### config.mk
export PLATFORM = sky130hd
export DESIGN_NAME = mlp_seq_ctrl
export DESIGN_NICKNAME = d
export VERILOG_FILES = /design/src/rtl/mlp_pkg.sv /design/src/rtl/mlp_seq_fifo.sv /design/src/rtl/mlp_seq_ctrl.sv
export SDC_FILE = /design/constraint.sdc
export NUM_CORES = 1
export LEC_CHECK = 0
export ABC_AREA = 1
export BUFFER_PORTS_ARGS = -buffer_cell sky130_fd_sc_hd__buf_4
export CAP_MARGIN = 0
export CELL_PAD_IN_SITES_DETAIL_PLACEMENT = 0
export CELL_PAD_IN_SITES_GLOBAL_PLACEMENT = 1
export CORE_MARGIN = 5
export CORE_UTILIZATION = 45
export DETAILED_ROUTE_END_ITERATION = 6
export PLACE_DENSITY_LB_ADDON = 0.3
export SLEW_MARGIN = 30
export SYNTH_ARGS = -nofsm -noshare
export SYNTH_HDL_FRONTEND = slang
export SYNTH_SLANG_ARGS = --single-unit
### constraint.sdc
create_clock -name clk -period 8.6 [get_ports clk]
set_clock_uncertainty 0.2 [all_clocks]
set_input_delay 0.43 -clock clk [delete_from_list [all_inputs] [get_ports clk]]
set_output_delay 0.43 -clock clk [all_outputs]
set_load 0.01 [all_outputs]
### src/rtl/mlp_pkg.sv
`default_nettype none
// ============================================================================
// Module      : mlp_pkg
// Description : Shared sizes and sequencer state encoding for the 4-4-2 MLP.
// Revision    : 1.0 - initial release
// ============================================================================
package mlp_pkg;

  localparam int DATA_W = 5;
  localparam int OUT_W  = 17;
  localparam int N_IN   = 4;
  localparam int N_HID  = 4;
  localparam int N_OUT  = 2;
  localparam int N_W    = 28;

  typedef enum logic [1:0] {
    ST_CFG   = 2'd0,
    ST_RUN   = 2'd1,
    ST_DRAIN = 2'd2
  } seq_state_t;

endpackage
`default_nettype wire

### src/rtl/mlp_seq_fifo.sv
`default_nettype none
// ============================================================================
// Module      : mlp_seq_fifo
// Description : Synchronous FIFO; a pop frees its slot for a push in the same cycle.
// Revision    : 1.0 - initial release
// ============================================================================
module mlp_seq_fifo #(
  parameter int WIDTH = 34,
  parameter int DEPTH = 4
) (
  input  logic                           clk,
  input  logic                           rst,
  input  logic                           push,
  input  logic [WIDTH-1:0]               wdata,
  input  logic                           pop,
  output logic [WIDTH-1:0]               rdata,
  output logic                           full,
  output logic                           empty,
  output logic [$clog2(DEPTH+1)-1:0]     count
);

  localparam int c_PTR_W = (DEPTH > 1) ? $clog2(DEPTH) : 1;
  localparam int c_CNT_W = $clog2(DEPTH + 1);

  logic [WIDTH-1:0]   r_mem [DEPTH];
  logic [c_PTR_W-1:0] r_wr_ptr;
  logic [c_PTR_W-1:0] r_rd_ptr;
  logic [c_CNT_W-1:0] r_count;
  logic               w_do_push;
  logic               w_do_pop;

  function automatic logic [c_PTR_W-1:0] f_ptr_inc(input logic [c_PTR_W-1:0] p);
    return (p == c_PTR_W'(DEPTH - 1)) ? '0 : p + 1'b1;
  endfunction

  assign w_do_pop  = pop && (r_count != '0);
  assign w_do_push = push && ((r_count != c_CNT_W'(DEPTH)) || w_do_pop);

  always_ff @(posedge clk) begin
    if (rst) begin
      for (int i = 0; i < DEPTH; i++) r_mem[i] <= '0;
      r_wr_ptr <= '0;
      r_rd_ptr <= '0;
      r_count  <= '0;
    end else begin
      if (w_do_push) begin
        r_mem[r_wr_ptr] <= wdata;
        r_wr_ptr        <= f_ptr_inc(r_wr_ptr);
      end
      if (w_do_pop) r_rd_ptr <= f_ptr_inc(r_rd_ptr);
      if (w_do_push && !w_do_pop)      r_count <= r_count + 1'b1;
      else if (!w_do_push && w_do_pop) r_count <= r_count - 1'b1;
    end
  end

  assign rdata = r_mem[r_rd_ptr];
  assign full  = (r_count == c_CNT_W'(DEPTH));
  assign empty = (r_count == '0);
  assign count = r_count;

endmodule
`default_nettype wire

### src/rtl/mlp_seq_ctrl.sv
`default_nettype none
// ============================================================================
// Module      : mlp_seq_ctrl
// Description : Weight bank, job issue and credit-based result capture for the
//               4-4-2 MLP datapath. Define MLP_SEQ_PERF_EN for perf counters.
// Revision    : 1.0 - initial release
// ============================================================================
module mlp_seq_ctrl
  import mlp_pkg::*;
#(
  parameter int DATA_W    = mlp_pkg::DATA_W,
  parameter int OUT_W     = mlp_pkg::OUT_W,
  parameter int OUT_DEPTH = 4
) (
  input  logic                    clk,
  input  logic                    rst,
  input  logic                    run_en,
  input  logic                    cfg_we,
  input  logic [4:0]              cfg_addr,
  input  logic [DATA_W-1:0]       cfg_wdata,
  output logic                    cfg_err,
  input  logic                    s_valid,
  output logic                    s_ready,
  input  logic [N_IN*DATA_W-1:0]  s_x,
  output logic                    m_valid,
  input  logic                    m_ready,
  output logic [OUT_W-1:0]        m_out0,
  output logic [OUT_W-1:0]        m_out1,
  output logic                    dp_in_ready,
  output logic [N_IN*DATA_W-1:0]  dp_x,
  output logic [N_W*DATA_W-1:0]   dp_w,
  input  logic [OUT_W-1:0]        dp_out0,
  input  logic [OUT_W-1:0]        dp_out1,
  input  logic                    dp_out_ready,
  output logic                    busy,
  output logic [15:0]             perf_jobs,
  output logic [15:0]             perf_stall
);

  localparam int c_CNT_W  = $clog2(OUT_DEPTH + 1);
  localparam int c_CRED_W = c_CNT_W + 1;

  seq_state_t             r_state;
  seq_state_t             w_state_nxt;
  logic [DATA_W-1:0]      r_wbank [N_W];
  logic [N_IN*DATA_W-1:0] r_dp_x;
  logic                   r_dp_in_ready;
  logic                   r_cfg_err;
  logic [c_CNT_W-1:0]     r_inflight;
  logic [c_CNT_W-1:0]     w_inflight_nxt;
  logic [c_CNT_W-1:0]     w_fifo_count;
  logic [c_CNT_W-1:0]     w_fifo_count_nxt;
  logic [c_CRED_W-1:0]    w_credits;
  logic [2*OUT_W-1:0]     w_fifo_rdata;
  logic                   w_fifo_full;
  logic                   w_fifo_empty;
  logic                   w_accept;
  logic                   w_capture;
  logic                   w_pop;
  logic                   w_addr_ok;

  assign w_accept  = s_valid && s_ready;
  assign w_capture = dp_out_ready && (r_inflight != '0);
  assign w_pop     = m_valid && m_ready;
  assign w_credits = c_CRED_W'(r_inflight) + c_CRED_W'(w_fifo_count);
  assign w_addr_ok = (cfg_addr < 5'(N_W));

  // Look-ahead counts let DRAIN fall back to CFG on the very edge of the last pop.
  always_comb begin
    w_inflight_nxt = r_inflight;
    if (w_accept && !w_capture)      w_inflight_nxt = r_inflight + 1'b1;
    else if (!w_accept && w_capture) w_inflight_nxt = r_inflight - 1'b1;
    w_fifo_count_nxt = w_fifo_count;
    if (w_capture && !w_pop)         w_fifo_count_nxt = w_fifo_count + 1'b1;
    else if (!w_capture && w_pop)    w_fifo_count_nxt = w_fifo_count - 1'b1;
  end

  always_ff @(posedge clk) begin
    if (rst) r_state <= ST_CFG;
    else     r_state <= w_state_nxt;
  end

  always_comb begin
    w_state_nxt = r_state;
    case (r_state)
      ST_CFG:   if (run_en) w_state_nxt = ST_RUN;
      ST_RUN:   if (!run_en) w_state_nxt = ST_DRAIN;
      ST_DRAIN: begin
        if (run_en) w_state_nxt = ST_RUN;
        else if ((w_inflight_nxt == '0) && (w_fifo_count_nxt == '0)) w_state_nxt = ST_CFG;
      end
      default:  w_state_nxt = ST_CFG;
    endcase
  end

  // The full term is redundant with the credit test; it keeps the FIFO flag honest.
  always_comb begin
    busy    = (r_state != ST_CFG);
    s_ready = (r_state == ST_RUN) && (w_credits < c_CRED_W'(OUT_DEPTH)) && !w_fifo_full;
  end

  always_ff @(posedge clk) begin
    if (rst) begin
      for (int i = 0; i < N_W; i++) r_wbank[i] <= '0;
      r_dp_x        <= '0;
      r_dp_in_ready <= 1'b0;
      r_cfg_err     <= 1'b0;
      r_inflight    <= '0;
    end else begin
      if (cfg_we && w_addr_ok && (r_state == ST_CFG)) r_wbank[cfg_addr] <= cfg_wdata;
      if (w_accept) r_dp_x <= s_x;
      r_dp_in_ready <= w_accept;
      r_inflight    <= w_inflight_nxt;
      if ((cfg_we && (!w_addr_ok || (r_state != ST_CFG))) ||
          (dp_out_ready && (r_inflight == '0)))
        r_cfg_err <= 1'b1;
    end
  end

  for (genvar gi = 0; gi < N_W; gi++) begin : g_dp_w
    assign dp_w[gi*DATA_W +: DATA_W] = r_wbank[gi];
  end

  assign dp_x        = r_dp_x;
  assign dp_in_ready = r_dp_in_ready;
  assign cfg_err     = r_cfg_err;

  mlp_seq_fifo #(
    .WIDTH (2*OUT_W),
    .DEPTH (OUT_DEPTH)
  ) u_fifo (
    .clk   (clk),
    .rst   (rst),
    .push  (w_capture),
    .wdata ({dp_out1, dp_out0}),
    .pop   (w_pop),
    .rdata (w_fifo_rdata),
    .full  (w_fifo_full),
    .empty (w_fifo_empty),
    .count (w_fifo_count)
  );

  assign m_valid = !w_fifo_empty;
  assign m_out0  = w_fifo_rdata[OUT_W-1:0];
  assign m_out1  = w_fifo_rdata[2*OUT_W-1:OUT_W];

`ifdef MLP_SEQ_PERF_EN
  logic [15:0] r_perf_jobs;
  logic [15:0] r_perf_stall;

  always_ff @(posedge clk) begin
    if (rst) begin
      r_perf_jobs  <= '0;
      r_perf_stall <= '0;
    end else begin
      if (w_accept) r_perf_jobs <= r_perf_jobs + 16'd1;
      if ((r_state == ST_RUN) && s_valid && !s_ready) r_perf_stall <= r_perf_stall + 16'd1;
    end
  end

  assign perf_jobs  = r_perf_jobs;
  assign perf_stall = r_perf_stall;
`else
  assign perf_jobs  = '0;
  assign perf_stall = '0;
`endif

endmodule
`default_nettype wire

==> out/metrics.yaml, run 1 <==
clock_tree:
  clockBufferDepth: 3
  cts_sinks: 312
  cts-htree-levels: 2
  cts_tree: "yes"
  cts_made_buffers: 34
  clkLatencyLatePin_ns: 0.50
  post_cts_resize_count: 0
  path_clk_slew_ns: 0.06
  cts_root_buffer: "clkbuf_16"
timing:
  report.final.slew_viol_count: 0
  relSlewSlack_pct: 37.0
  timing_worst_slew_pin_value_ns: 0.941
  timing.setup.tns_ns: 0
  rsz0062_at_grt: "false"
  finalCritPeriodShare_pct: 41.7
  final-setup-viol-count: 0
  clock.fmax_ghz: 0.279
  report.final.hold_viol_count: 0
  final_period_minus_worst_setup_slack_ns: 3.59
layout:
  fin_nets: 1506
  final_layout_size_suffix_gt1_share_pct: 24.6
  layout.cells.most_common_list: "nor2_1, edfxtp_1, buf_4, nand2_1, o21ai_0"
  most_common_library_cell_in_the_layout_ignoring_fill_and_taps: "nor2_1"
  area_delta_synth_final_pct: 26.2
  final_design_area_no_fill_mm2: 0.0163
  diode_count: 0
critical_path:
  crit_buf_inv: 3
  endpoint_type_of_the_worst_setup_path: "flip-flop"
  worst_setup_path_start_kind: "flip-flop"
  max_stage_delay_on_crit_path_ns: 0.55
  critPathRequiredTime_ns: 8.57
  cp_top_family: "simple AND/OR/NAND/NOR gates"
  cpMostUsedCell: "nor2_4"
  reg2reg_setup_slack_ns: 5.01
  r2r.worst_path.cells: 10
  critPathArrivalTime_ns: 3.56
  crit_chain: "inv_1 -> ha_1 -> a21oi_4 -> o21ai_2 -> nor2_4 -> inv_2 -> nor2_4 -> nand2_4 -> nand2_1 -> buf_4"
  critical_path.slowest_cell: "nand2_1"
  timing.critical_path.fanout_max: 37
  worstSetupPathType: "flip-flop to flip-flop"
  path_depth: 10
  crit-reg2reg-launch: "r_inflight[1]"
  r2r_end: "u_fifo.r_mem[0][9]"
pwr:
  p_comb_share_pct: 21.6
  total_leakage_power_uw: 0.00705
  intPower_uw: 3090
  power.switching_fraction_pct: 28.4
  power.switching_uw: 1220
  share_clk_of_total_power_pct: 34.3
  power.share.sequential_pct: 44.1
  power.density_mw_per_mm2: 265
  ir_drop_mv: 0.149
placed_design:
  place.gp.congestion: 0.810
  hpwl_um: 21700
  place.port_buffers: 269
  placedInstanceArea_mm2: 0.0151
floorplanning:
  fp.dieArea_mm2: 0.0321
  floorplan.die.height_um: 179
  core_mm2: 0.0285
  chipWidth_um: 179
  pin_count: 302
  initial_utilization_pct: 45.3
  row_count: 62
logic_synthesis:
  synth_enable_flop_cells: 276
  synth_cell_type_count: 35
  yosysWarningCount: 0
  post_synth_instance_area_mm2: 0.0129
  synth-compound-area-share_pct: 6.76
  synth_top_family_by_area: "simple AND/OR/NAND/NOR gates"
  synth_top_area_share_pct: 64.3
  simple_gate_share_of_the_synthesized_area_pct: 15.4
  synth_adder_area_share_pct: 1.07
  syn-mean-instance-area_um2: 11.1
  yosysSeqAreaShare_pct: 69.9
  ys_async_sr_fraction_pct: 0
  yosys.area_share.xor_xnor_pct: 0.204
  synth-main-ff-cell: "edfxtp_1"
  post-synth-top-area-cell: "edfxtp_1"
  synth.ff_latch_count: 312
  synth.area.top_cells: "edfxtp_1, nor2_1, dfxtp_1"
  synth_mux_area_share_pct: 0
  syn_inst: 1160
drt:
  routed_wirelength_um: 33100
  drtAntennaViolNets: 0
  post_drt_wl_per_cell_um: 18.0
  first_iter_violations: 564
  drt_first_pass_iters: 5
  remaining_drc_errors: 0
  vias: 9041
  viasPerCell: 4.93
run:
  count_of_max_cap_constraint_violations: 0
run_status:
  outcome: "finished, final reports clean"
grt:
  grt_first_pass_wirelength_um: 50000
  grt_pass1_vias: 9074
  global_route.usage.total_pct: 20.1
  grt_overflow: 0
  grt_max_degree: 70
  number_of_antenna_violations_at_the_first_check_in_global_routing: 1
worst_hold_path:
  min_from: "rst"
  worstHoldEndpoint: "cfg_err"
  timing.hold.worst.class: "input pin to flip-flop"
  whs_path_depth: 2
## layer usage
metal / track usage [%] / vias to the layer above / share of wire, %
met5: 0 / - / 0.036
met4: 6.25 / 2 / 2.6
met3: 7.13 / 47 / 9.6
met2: 33.3 / 294 / 49
met1: 24.8 / 4333 / 39
li1: - / 4365 / -
## sequential cells by signal (all words and copies together), names as in the netlist, 2 cells and up, named ones only
name and count:
u_fifo.r_rd_ptr 2, u_fifo.count 3, u_fifo.r_wr_ptr 2, r_wbank 140
dp_x 20, r_inflight 3, r_state 2, u_fifo.r_mem 136
## final cells by class
class / count / area, µm²
tap: 384 / 480
multi-input combinational: 701 / 3150
timing repair buffer: 283 / 2140
fill: 2435 / 12200
clock inverter: 15 / 169
inverter: 92 / 348
sequential: 312 / 9010
clock buffer: 47 / 963
## logic make-up (layout without fill, tap and decap cells)
group	after synthesis	after routing
other	1	32
buffers and inverters	178	437
XOR/XNOR	3	3
AO/OA/AOI/OAI	160	160
AND/OR/NAND/NOR	495	495
flip-flops	312	312
adder cells (fa/ha/maj)	11	11
## synthesized netlist by cell type (all sizes together) (2+ instances only)
cell	number
nand3	5
nand3b	2
ha	11
a21oi	26
edfxtp	276
xor2	2
clkbuf	43
nand2	101
nand4	3
nor3	9
inv	92
dfxtp	36
buf	43
o21ai	96
o22ai	34
nor2	373
## metrics by stage
stage | cells | setup slack [ns] | total power [µW] | util (%) | hold WS (ns)
2_1_floorplan | 1191 | 4.42 | 2480 | - | 0.267
3_3_place_gp | 1764 | 5.08 | 2850 | 52.9 | 0.234
3_5_place_dp | 1764 | 4.95 | 2870 | 52.9 | 0.238
4_1_cts | 1834 | 4.94 | 4340 | 57.1 | 0.000218
5_1_grt | 1834 | 4.77 | 4520 | 57.1 | 0.00744
6_report | 1834 | 5.01 | 4310 | 57.1 | 0.00874
## power by group through the flow
stage / clock, µW / combinational [µW] / sequential, µW
after global placement: 0 / 924 / 1930
after global routing: 1570 / 1040 / 1910
after CTS: 1500 / 944 / 1900
after detailed placement: 0 / 937 / 1930
final: 1480 / 932 / 1900
after floorplan: 0 / 537 / 1940
## worst max path at each step
| stage | from | end |
|---|---|---|
| 2_1_floorplan | u_fifo.count[0] | u_fifo.r_mem[3][0] |
| 3_3_place_gp | u_fifo.count[0] | u_fifo.r_mem[3][6] |
| 5_1_grt | r_inflight[1] | u_fifo.r_mem[0][9] |
| 4_1_cts | r_inflight[1] | u_fifo.r_mem[0][13] |
| 3_5_place_dp | r_inflight[1] | u_fifo.r_mem[0][3] |
| 6_report | r_inflight[1] | u_fifo.r_mem[0][9] |
## worst reg2reg max path, cell delays in order, from the launching register on
cell and delay (ns):
dfxtp_1 0.38, inv_1 0.08, ha_1 0.23, a21oi_4 0.24, o21ai_2 0.11, nor2_4 0.10
inv_2 0.30, nor2_4 0.32, nand2_4 0.29, nand2_1 0.56, buf_4 0.44
## what timing repair did
action	4_1_cts	5_1_grt
setup buffers	0	0
endpoints found under the hold margin	9	0
hold buffers	8	0
No activity file was read; power rests on OpenSTA's default activity.
==> run 2, diff against run 1 <==
--- a/config.mk
+++ b/config.mk
@@ -11,7 +11,7 @@
 export CELL_PAD_IN_SITES_DETAIL_PLACEMENT = 0
 export CELL_PAD_IN_SITES_GLOBAL_PLACEMENT = 1
 export CORE_MARGIN = 5
-export CORE_UTILIZATION = 45
+export CORE_UTILIZATION = 38
 export DETAILED_ROUTE_END_ITERATION = 6
 export PLACE_DENSITY_LB_ADDON = 0.3
 export SLEW_MARGIN = 30
==> constraint.sdc (replaced) <==
create_clock -name clk -period 3.1 [get_ports clk]
set_clock_uncertainty 0.2 [all_clocks]
set_input_delay 0.155 -clock clk [delete_from_list [all_inputs] [get_ports clk]]
set_output_delay 0.155 -clock clk [all_outputs]
set_load 0.01 [all_outputs]
==> run 2 against run 1 <==
  * Count of clock-buffer cells in the layout is 3 lower
  * Sequential share of layout area is 2.3 points lower
  * Clock power rose to 2.7 times the previous value
  * Critical path type unchanged
  * Largest cell class unchanged
  * Highest routed layer is now met4
==> out/metrics.yaml, run 2 (same netlist as run 1, synthesis figures left out) <==
layout:
  fill_cells: 3063
  final_layout_size_suffix_gt1_share_pct: 24.0
  area_delta_synth_final_pct: 31.6
  fin_nets: 1570
  largest_register_ff_count: 140
  multi_input_area_mm2: 0.00316
  post_route_core_utilization_pct: 50.6
  largest_register: "r_wbank"
  most_common_library_cell_in_the_layout_ignoring_fill_and_taps: "nor2_1"
  seqCellArea_mm2: 0.00901
  diode_count: 0
  layout.cells.most_common_list: "nor2_1, buf_4, edfxtp_1, nand2_1, o21ai_0"
placed_design:
  place.gp.congestion: 0.813
  dpl_worst_slack_ns: 0.576
  hpwl_um: 22400
  place.port_buffers: 269
grt:
  grt_max_degree: 69
  grt_overflow: 0
  gr-usage-met2_pct: 31.0
  number_of_antenna_violations_at_the_first_check_in_global_routing: 0
  grt_first_pass_wirelength_um: 53600
  grt_util_met1_pct: 21.6
  globalRoute.busiestLayer: "met2"
  grt_pass1_vias: 9423
  global_route.usage.total_pct: 17.9
  global_routing_met3_resource_utilization_pct: 6.05
timing:
  timing_worst_slew_pin_value_ns: 0.712
  relSlewSlack_pct: 52.4
  final_period_minus_worst_setup_slack_ns: 2.52
  layout_setup_ws_ns: 0.578
  report.final.hold_viol_count: 0
  report.final.slew_viol_count: 0
  clock.fmax_ghz: 0.397
  final-setup-viol-count: 0
  finalCritPeriodShare_pct: 81.3
  timing.setup.tns_ns: 0
  finalHoldWorstSlack_ns: 0.0285
  rsz0062_at_grt: "false"
clock_tree:
  cts_sinks: 312
  cts_made_buffers: 36
  clkLatencyLatePin_ns: 0.49
  path_clk_slew_ns: 0.06
  clockBufferDepth: 3
  cts_root_buffer: "clkbuf_16"
  post_cts_resize_count: 0
  cts-htree-levels: 2
  cts_tree: "yes"
drt:
  viasPerCell: 4.73
  drtAntennaViolNets: 0
  first_iter_violations: 428
  remaining_drc_errors: 0
  vias: 9272
  routed_wirelength_um: 34800
  post_drt_wl_per_cell_um: 17.7
  drt_first_pass_iters: 4
critical_path:
  timing.critical_path.fanout_max: 21
  worst_setup_path_start_kind: "flip-flop"
  endpoint_type_of_the_worst_setup_path: "flip-flop"
  critPathRequiredTime_ns: 3.10
  critPathArrivalTime_ns: 2.52
  worstSetupPathType: "flip-flop to flip-flop"
floorplanning:
  floorplan.die.height_um: 194
  initial_utilization_pct: 38.4
  core_mm2: 0.0335
  fp.dieArea_mm2: 0.0377
  row_count: 67
  pin_count: 302
  chipWidth_um: 194
pwr:
  ir_drop_mv: 0.402
  power.density_mw_per_mm2: 702
  total_leakage_power_uw: 0.00731
  power_uw: 11900
run:
  count_of_max_cap_constraint_violations: 0
run_status:
  outcome: "finished, final reports clean"
worst_hold_path:
  timing.hold.worst.class: "input pin to flip-flop"
-- run 2: changes by cell type in the layout (fill, tap and decap cells not counted), moves of 3 or more --
cell           delta
buf_12            +4
buf_4             +4
clkbuf_1          -3
clkinv_1          +6
dlygate4sd3_1    +54
-- run 2: repair_timing --
| item | in CTS | in global routing |
|---|---|---|
| buffers inserted | 0 | 0 |
| hold buffers | 62 | 0 |
| hold endpoints to repair | 179 | 0 |
-- run 2: area by class of cell --
type	instances	area share, %
flip-flops and latches	312	53.1
clock buffers	44	5.55
multi-input cells	701	18.6
inverters	92	2.04
well taps	448	3.30
clock inverters	20	0.893
repair buffers	345	16.5
-- run 2: routing by layer --
metal / vias up / part of all wire (%) / routed length [µm]
li1: 4483 / - / -
met1: 4477 / 40 / 13800
met2: 261 / 50 / 17400
met3: 51 / 8.2 / 2870
met4: 0 / 2.2 / 752
met5: - / 0 / 0
-- run 2: worst paths after layout --
kind	start	to	slack (ns)	depth (start not counted)
setup / recovery	r_inflight[1]	u_fifo.r_mem[2][9]	0.58	10
setup reg to reg	r_inflight[1]	u_fifo.r_mem[2][9]	0.58	10
hold / removal	cfg_addr[0]	r_wbank[8][4]	0.03	4
hold reg to reg	dp_x[2]	dp_x[2]	0.24	2
-- run 2: critical path: stages (launching register included) --
cell and delay (ns):
dfxtp_1 0.39, inv_1 0.08, ha_1 0.23, a21oi_4 0.23, o21ai_2 0.11, nor2_4 0.10
inv_2 0.08, nor2_4 0.18, nand2_4 0.06, nand2_2 0.31, buf_12 0.23
-- run 2: power by group --
group	switching, µW	leakage (µW)	internal (µW)
Clock	1610	0.000536	2320
Sequential	177	0.00315	5090
Combinational	1660	0.00362	1040
-- run 2: per-stage QoR --
stage               cells  area, µm²
floorplan            1191      13000
global placement     1836      15200
detailed placement   1836      15200
CTS                  1962      17000
global route         1962      17000
finish               1962      17000
